## src/rtl/uart_tx_arbiter.sv

```systemverilog
// Round-robin arbiter sharing one uart_tx between two requesters, one message at a time.
// Latency: valid sampled in IDLE at k -> ack/tx_data at k+1 -> ready pulse at k+2.
// Backpressure: requesters hold valid until their one-cycle ack; arbitration waits for tdre.
module uart_tx_arbiter #(
    parameter int BUSY_TIMEOUT = 4,
    parameter int CNT_W        = 16
) (
    input  logic             clk,
    input  logic             clr,
    input  logic             req0_valid,
    input  logic [7:0]       req0_data,
    input  logic             req0_last,
    output logic             req0_ack,
    input  logic             req1_valid,
    input  logic [7:0]       req1_data,
    input  logic             req1_last,
    output logic             req1_ack,
    input  logic             tdre,
    output logic [7:0]       tx_data,
    output logic             ready,
    output logic             busy,
    output logic             owner,
    output logic             locked,
    output logic             err,
    input  logic             err_clear,
    output logic [CNT_W-1:0] bytes_sent
);

    typedef enum logic [2:0] {
        IDLE,
        LOAD,
        FIRE,
        WAIT_BUSY,
        WAIT_DONE
    } state_t;

    // Timer counts WAIT_BUSY cycles; the last allowed cycle triggers the timeout.
    localparam logic [3:0] TMO_LAST = 4'(BUSY_TIMEOUT - 1);

    state_t     state;
    state_t     state_nxt;
    logic [3:0] timer;
    logic       last_q;   // last flag of the byte in flight
    logic       rr_last;  // owner of the most recently completed message
    logic       grant;
    logic       sel;
    logic       fall;
    logic       timeout;
    logic       done;

    // Next-state and event decode; arbitration only while the transmitter is idle.
    always_comb begin
        state_nxt = state;
        grant     = 1'b0;
        sel       = owner;
        fall      = 1'b0;
        timeout   = 1'b0;
        done      = 1'b0;
        case (state)
            IDLE: begin
                if (tdre) begin
                    if (locked) begin
                        sel   = owner;
                        grant = owner ? req1_valid : req0_valid;
                    end else if (req0_valid && req1_valid) begin
                        sel   = ~rr_last;
                        grant = 1'b1;
                    end else if (req0_valid || req1_valid) begin
                        sel   = req1_valid;
                        grant = 1'b1;
                    end
                    if (grant) begin
                        state_nxt = LOAD;
                    end
                end
            end
            LOAD:      state_nxt = FIRE;
            FIRE:      state_nxt = WAIT_BUSY;
            WAIT_BUSY: begin
                if (!tdre) begin
                    fall      = 1'b1;
                    state_nxt = WAIT_DONE;
                end else if (timer == TMO_LAST) begin
                    timeout   = 1'b1;
                    state_nxt = IDLE;
                end
            end
            WAIT_DONE: begin
                if (tdre) begin
                    done      = 1'b1;
                    state_nxt = IDLE;
                end
            end
            default:   state_nxt = IDLE;
        endcase
    end

    // State register and all registered outputs; a timeout overrides err_clear.
    always_ff @(posedge clk) begin
        if (clr) begin
            state      <= IDLE;
            timer      <= '0;
            last_q     <= 1'b0;
            rr_last    <= 1'b1;
            tx_data    <= '0;
            ready      <= 1'b0;
            req0_ack   <= 1'b0;
            req1_ack   <= 1'b0;
            busy       <= 1'b0;
            owner      <= 1'b0;
            locked     <= 1'b0;
            err        <= 1'b0;
            bytes_sent <= '0;
        end else begin
            state    <= state_nxt;
            busy     <= (state_nxt != IDLE);
            ready    <= (state == LOAD);
            req0_ack <= grant && !sel;
            req1_ack <= grant && sel;
            if (grant) begin
                tx_data <= sel ? req1_data : req0_data;
                last_q  <= sel ? req1_last : req0_last;
                owner   <= sel;
            end
            if (state == FIRE) begin
                timer <= '0;
            end else if (state == WAIT_BUSY) begin
                timer <= timer + 4'd1;
            end
            if (fall) begin
                bytes_sent <= bytes_sent + CNT_W'(1);
            end
            if (err_clear) begin
                err <= 1'b0;
            end
            if (timeout) begin
                err    <= 1'b1;
                locked <= 1'b0;
            end
            if (done) begin
                if (last_q) begin
                    locked  <= 1'b0;
                    rr_last <= owner;
                end else begin
                    locked <= 1'b1;
                end
            end
        end
    end

endmodule

```

## config.mk

```make
export PLATFORM = sky130hd
export DESIGN_NAME = uart_tx_arbiter
export DESIGN_NICKNAME = d
export VERILOG_FILES = /design/src/rtl/uart_tx_arbiter.sv
export SDC_FILE = /design/constraint.sdc
export NUM_CORES = 1
export LEC_CHECK = 0
export BUFFER_PORTS_ARGS = -buffer_cell sky130_fd_sc_hd__buf_4
export CAP_MARGIN = 20
export CORE_UTILIZATION = 29
export DETAILED_ROUTE_END_ITERATION = 16
export PLACE_DENSITY = 0.55
export SLEW_MARGIN = 25
export SYNTH_ARGS = -nofsm -noshare
export SYNTH_HDL_FRONTEND = slang
export SYNTH_SLANG_ARGS = --single-unit
```

## constraint.sdc

```tcl
create_clock -name clk -period 2 [get_ports clk]
set_input_delay 0.3 -clock clk [delete_from_list [all_inputs] [get_ports clk]]
set_output_delay 0.3 -clock clk [all_outputs]
set_load 0.05 [all_outputs]
```

==> out/results.tsv <==
stage	metric	value	unit
place	RePlAce Congestion	0.829	
critical_path	origin of the critical flop-to-flop path	bytes_sent[4]	
final_layout	diode count	0	
min_path	HP Start	tdre	
sta	minimum clock period	1.76	ns
clocking	clock-pin slew on the worst setup and hold paths	0.08	ns
clocking	total CTS buffers	5	
detailed_routing	vias per cell	4.94	
clocking	hold-fix buffers at CTS	0	
detailed_routing	DR pass1 iterations	4	
synthesis	Post-synth top cells	40 x dfxtp_1, 27 x nor2_1, 15 x a21oi_1	
sta	RSZ-0062 raised after global routing	no	
synthesis	mapped cell area	1860	sq um
synthesis	Synthesized Nets	235	
detailed_routing	WL final	4.29	mm
clocking	clk buf depth	2	
synthesis	sequential area share after synthesis	43.2	%
sta	Worst Tran Pin Value	0.580	ns
global_route	vias in the first global route	1521	
clocking	clock sink total	40	
die	Initial Utilization	30.6	%
place	number of port buffers	54	
die	Die ar.	6720	sq um
final_layout	design area	2470	sq um
place	placed wire-length estimate	3.11	mm
clocking	root buffer cell	clkbuf_8	
global_route	initial antenna violation count	0	
synthesis	cell count after synthesis	209	
die	Die Y	82.0	um
sta	Final period util	87.9	%
synthesis	number of synthesized flops with an enable pin	0	
die	Rows	28	
critical_path	Startpoint Class	register	
final_layout	# nets final	292	
sta	final hold violations	0	
detailed_routing	WL per Instance	12.5	um
critical_path	Crit Path Category	reg2reg	
die	core area	6060	sq um
power_and_ir_drop	worst vdd rail ir drop	0.275	mV
die	Die Width	82.0	um
min_path	WHS Path Cells	2	
detailed_routing	1st-iter DRT viols	38	
synthesis	Yosys top cell by area	dfxtp_1	
clocking	post-cts repair resize count	0	
critical_path	Max stage delay on crit path	0.56	ns
critical_path	WP data required	2.23	ns
detailed_routing	Final ANT Viol Nets	0	
critical_path	Reg2Reg Depth	4	
sta	achievable frequency	569	MHz
sta	Setup-failing EPs final	0	
die	I/O pin total	55	
power_and_ir_drop	LEAKAGE	1.03	nW
min_path	Hold Path Sink	state[2]	
clocking	clock network latency to the later pin of the worst-skew pair	0.30	ns
critical_path	critical path capture point type	register	
sta	Slew HR	61.3	%
final_layout	fraction of layout cells with a size suffix above 1	26.6	%
final_layout	synthesis-to-layout area growth	33.0	%
synthesis	top-area cell type share of the netlist area	43.2	%
synthesis	post-synth cell types	41	
critical_path	crit path max fanout	8	
run_status	status	finished clean	
global_route	first-pass GRT wire length	6.86	mm
power_and_ir_drop	total power	1.86	mW
critical_path	reg2reg setup slack	0.24	ns
sta	Clock Skew	0.00608	ns
synthesis	Most used DFF post-synth	dfxtp_1	
sta	final slew viol count	0	
flow_run	maximum capacitance violations	0	
synthesis	Async SR Flop Fraction	0	%
critical_path	CP max stage cell	or4_1	
critical_path	crit path DAT	1.99	ns
global_route	total congestion overflow	0	
sta	Fin Hold WS	0.238	ns
synthesis	yosys synthesis warning count	0	
synthesis	FF+latch count, synth	40	
min_path	worst min-delay path category	in2reg	
synthesis	Synth area leaders	dfxtp_1 43%, nor2_1 5.5%, mux2i_1 4.9%	
clocking	H-tree depth	2	
critical_path	sequence of cells on the critical path	and4_1 > nand4_1 > or4_1 > a21oi_1	
clocking	CTS tree	yes	
clocking	Post-CTS Setup Repair Bufs	0	
sta	Final TNS setup	0	ns
global_route	GRT Overall Usage	13.4	%
critical_path	worst reg2reg endpoint	bytes_sent[15]	
detailed_routing	# DRC	0	
place	placed cell area	2360	sq um
synthesis	most numerous cell in the Yosys netlist	dfxtp_1	
detailed_routing	DR vias	1689	
power_and_ir_drop	pwr dens	756	nW/um^2
global_route	pin count of the biggest net entering global routing	41	
synthesis	Avg Inst Size Synth	8.88	sq um
## metal layers
metal	global-route usage, %	share of wire (%)	up-vias
li1	-	-	875
met1	16.3	46	779
met2	22.3	48	27
met3	2.33	3.0	8
met4	6.84	2.2	0
met5	0	0	-
## critical path, delay by kind of cell (launching register included)
kind,cells,cell delay [ns]
AND/OR/NAND/NOR,3,1.15
AO/OA/AOI/OAI,1,0.14
flip-flops,1,0.40
## cells in the final DEF, fill, tap and decap left out, types with 5 or more instances in the layout
master / instances
nor2_1: 27
nand3_1: 11
nand4_1: 5
xor2_1: 7
a21oi_1: 15
a211oi_1: 8
mux2i_1: 9
buf_4: 60
dfxtp_1: 40
nand2_1: 10
clkbuf_8: 5
o21ai_0: 9
nand2b_1: 5
## logic make-up after synthesis
| kind of cell | after synthesis | synth area share [%] |
|---|---|---|
| simple gates | 90 | 26.6 |
| flops | 40 | 43.2 |
| compound gates | 46 | 16.4 |
| fa+ha+maj | 2 | 1.35 |
| xor+xnor | 8 | 3.78 |
| buf+inv | 14 | 3.84 |
| mux | 9 | 4.86 |
## state kept, by name, indices dropped and copies added, names as in the netlist
name and cells:
state 3, busy 1, owner 1, last_q 1, req1_ack 1, err 1
locked 1, ready 1, req0_ack 1, rr_last 1, timer 4, bytes_sent 16
tx_data 8
## worst max-delay path by stage
stage	from	endpoint	slack (ns)	cells after the start
CTS	state[2]	tx_data[3]	0.26	5
finish	bytes_sent[4]	bytes_sent[15]	0.24	4
global placement	tdre	bytes_sent[13]	0.27	5
global route	bytes_sent[4]	bytes_sent[15]	0.07	4
detailed placement	tdre	bytes_sent[13]	0.23	5
floorplan	bytes_sent[3]	bytes_sent[15]	0.02	4
## stage by stage
stage | worst slack (ns) | utilization (%) | instances
finish | 0.241 | 40.7 | 342
detailed placement | 0.234 | 38.9 | 334
floorplan | 0.0154 | - | 209
global placement | 0.271 | 38.9 | 334
CTS | 0.258 | 40.7 | 342
global route | 0.0727 | 40.7 | 342
## where the power goes
part	internal (mW)	switching (mW)
clock network	0.370	0.286
logic	0.140	0.212
registers	0.831	0.0244
## layout make-up
cell class	count	area [sq um]
clock inverters	2	35.0
inverters	3	11.3
clock buffers	6	72.6
multi-input cells	155	983
fillers	625	3590
flip-flops and latches	40	801
well taps	75	93.8
repair buffers	61	470
Power figures use the tool's default switching activity.
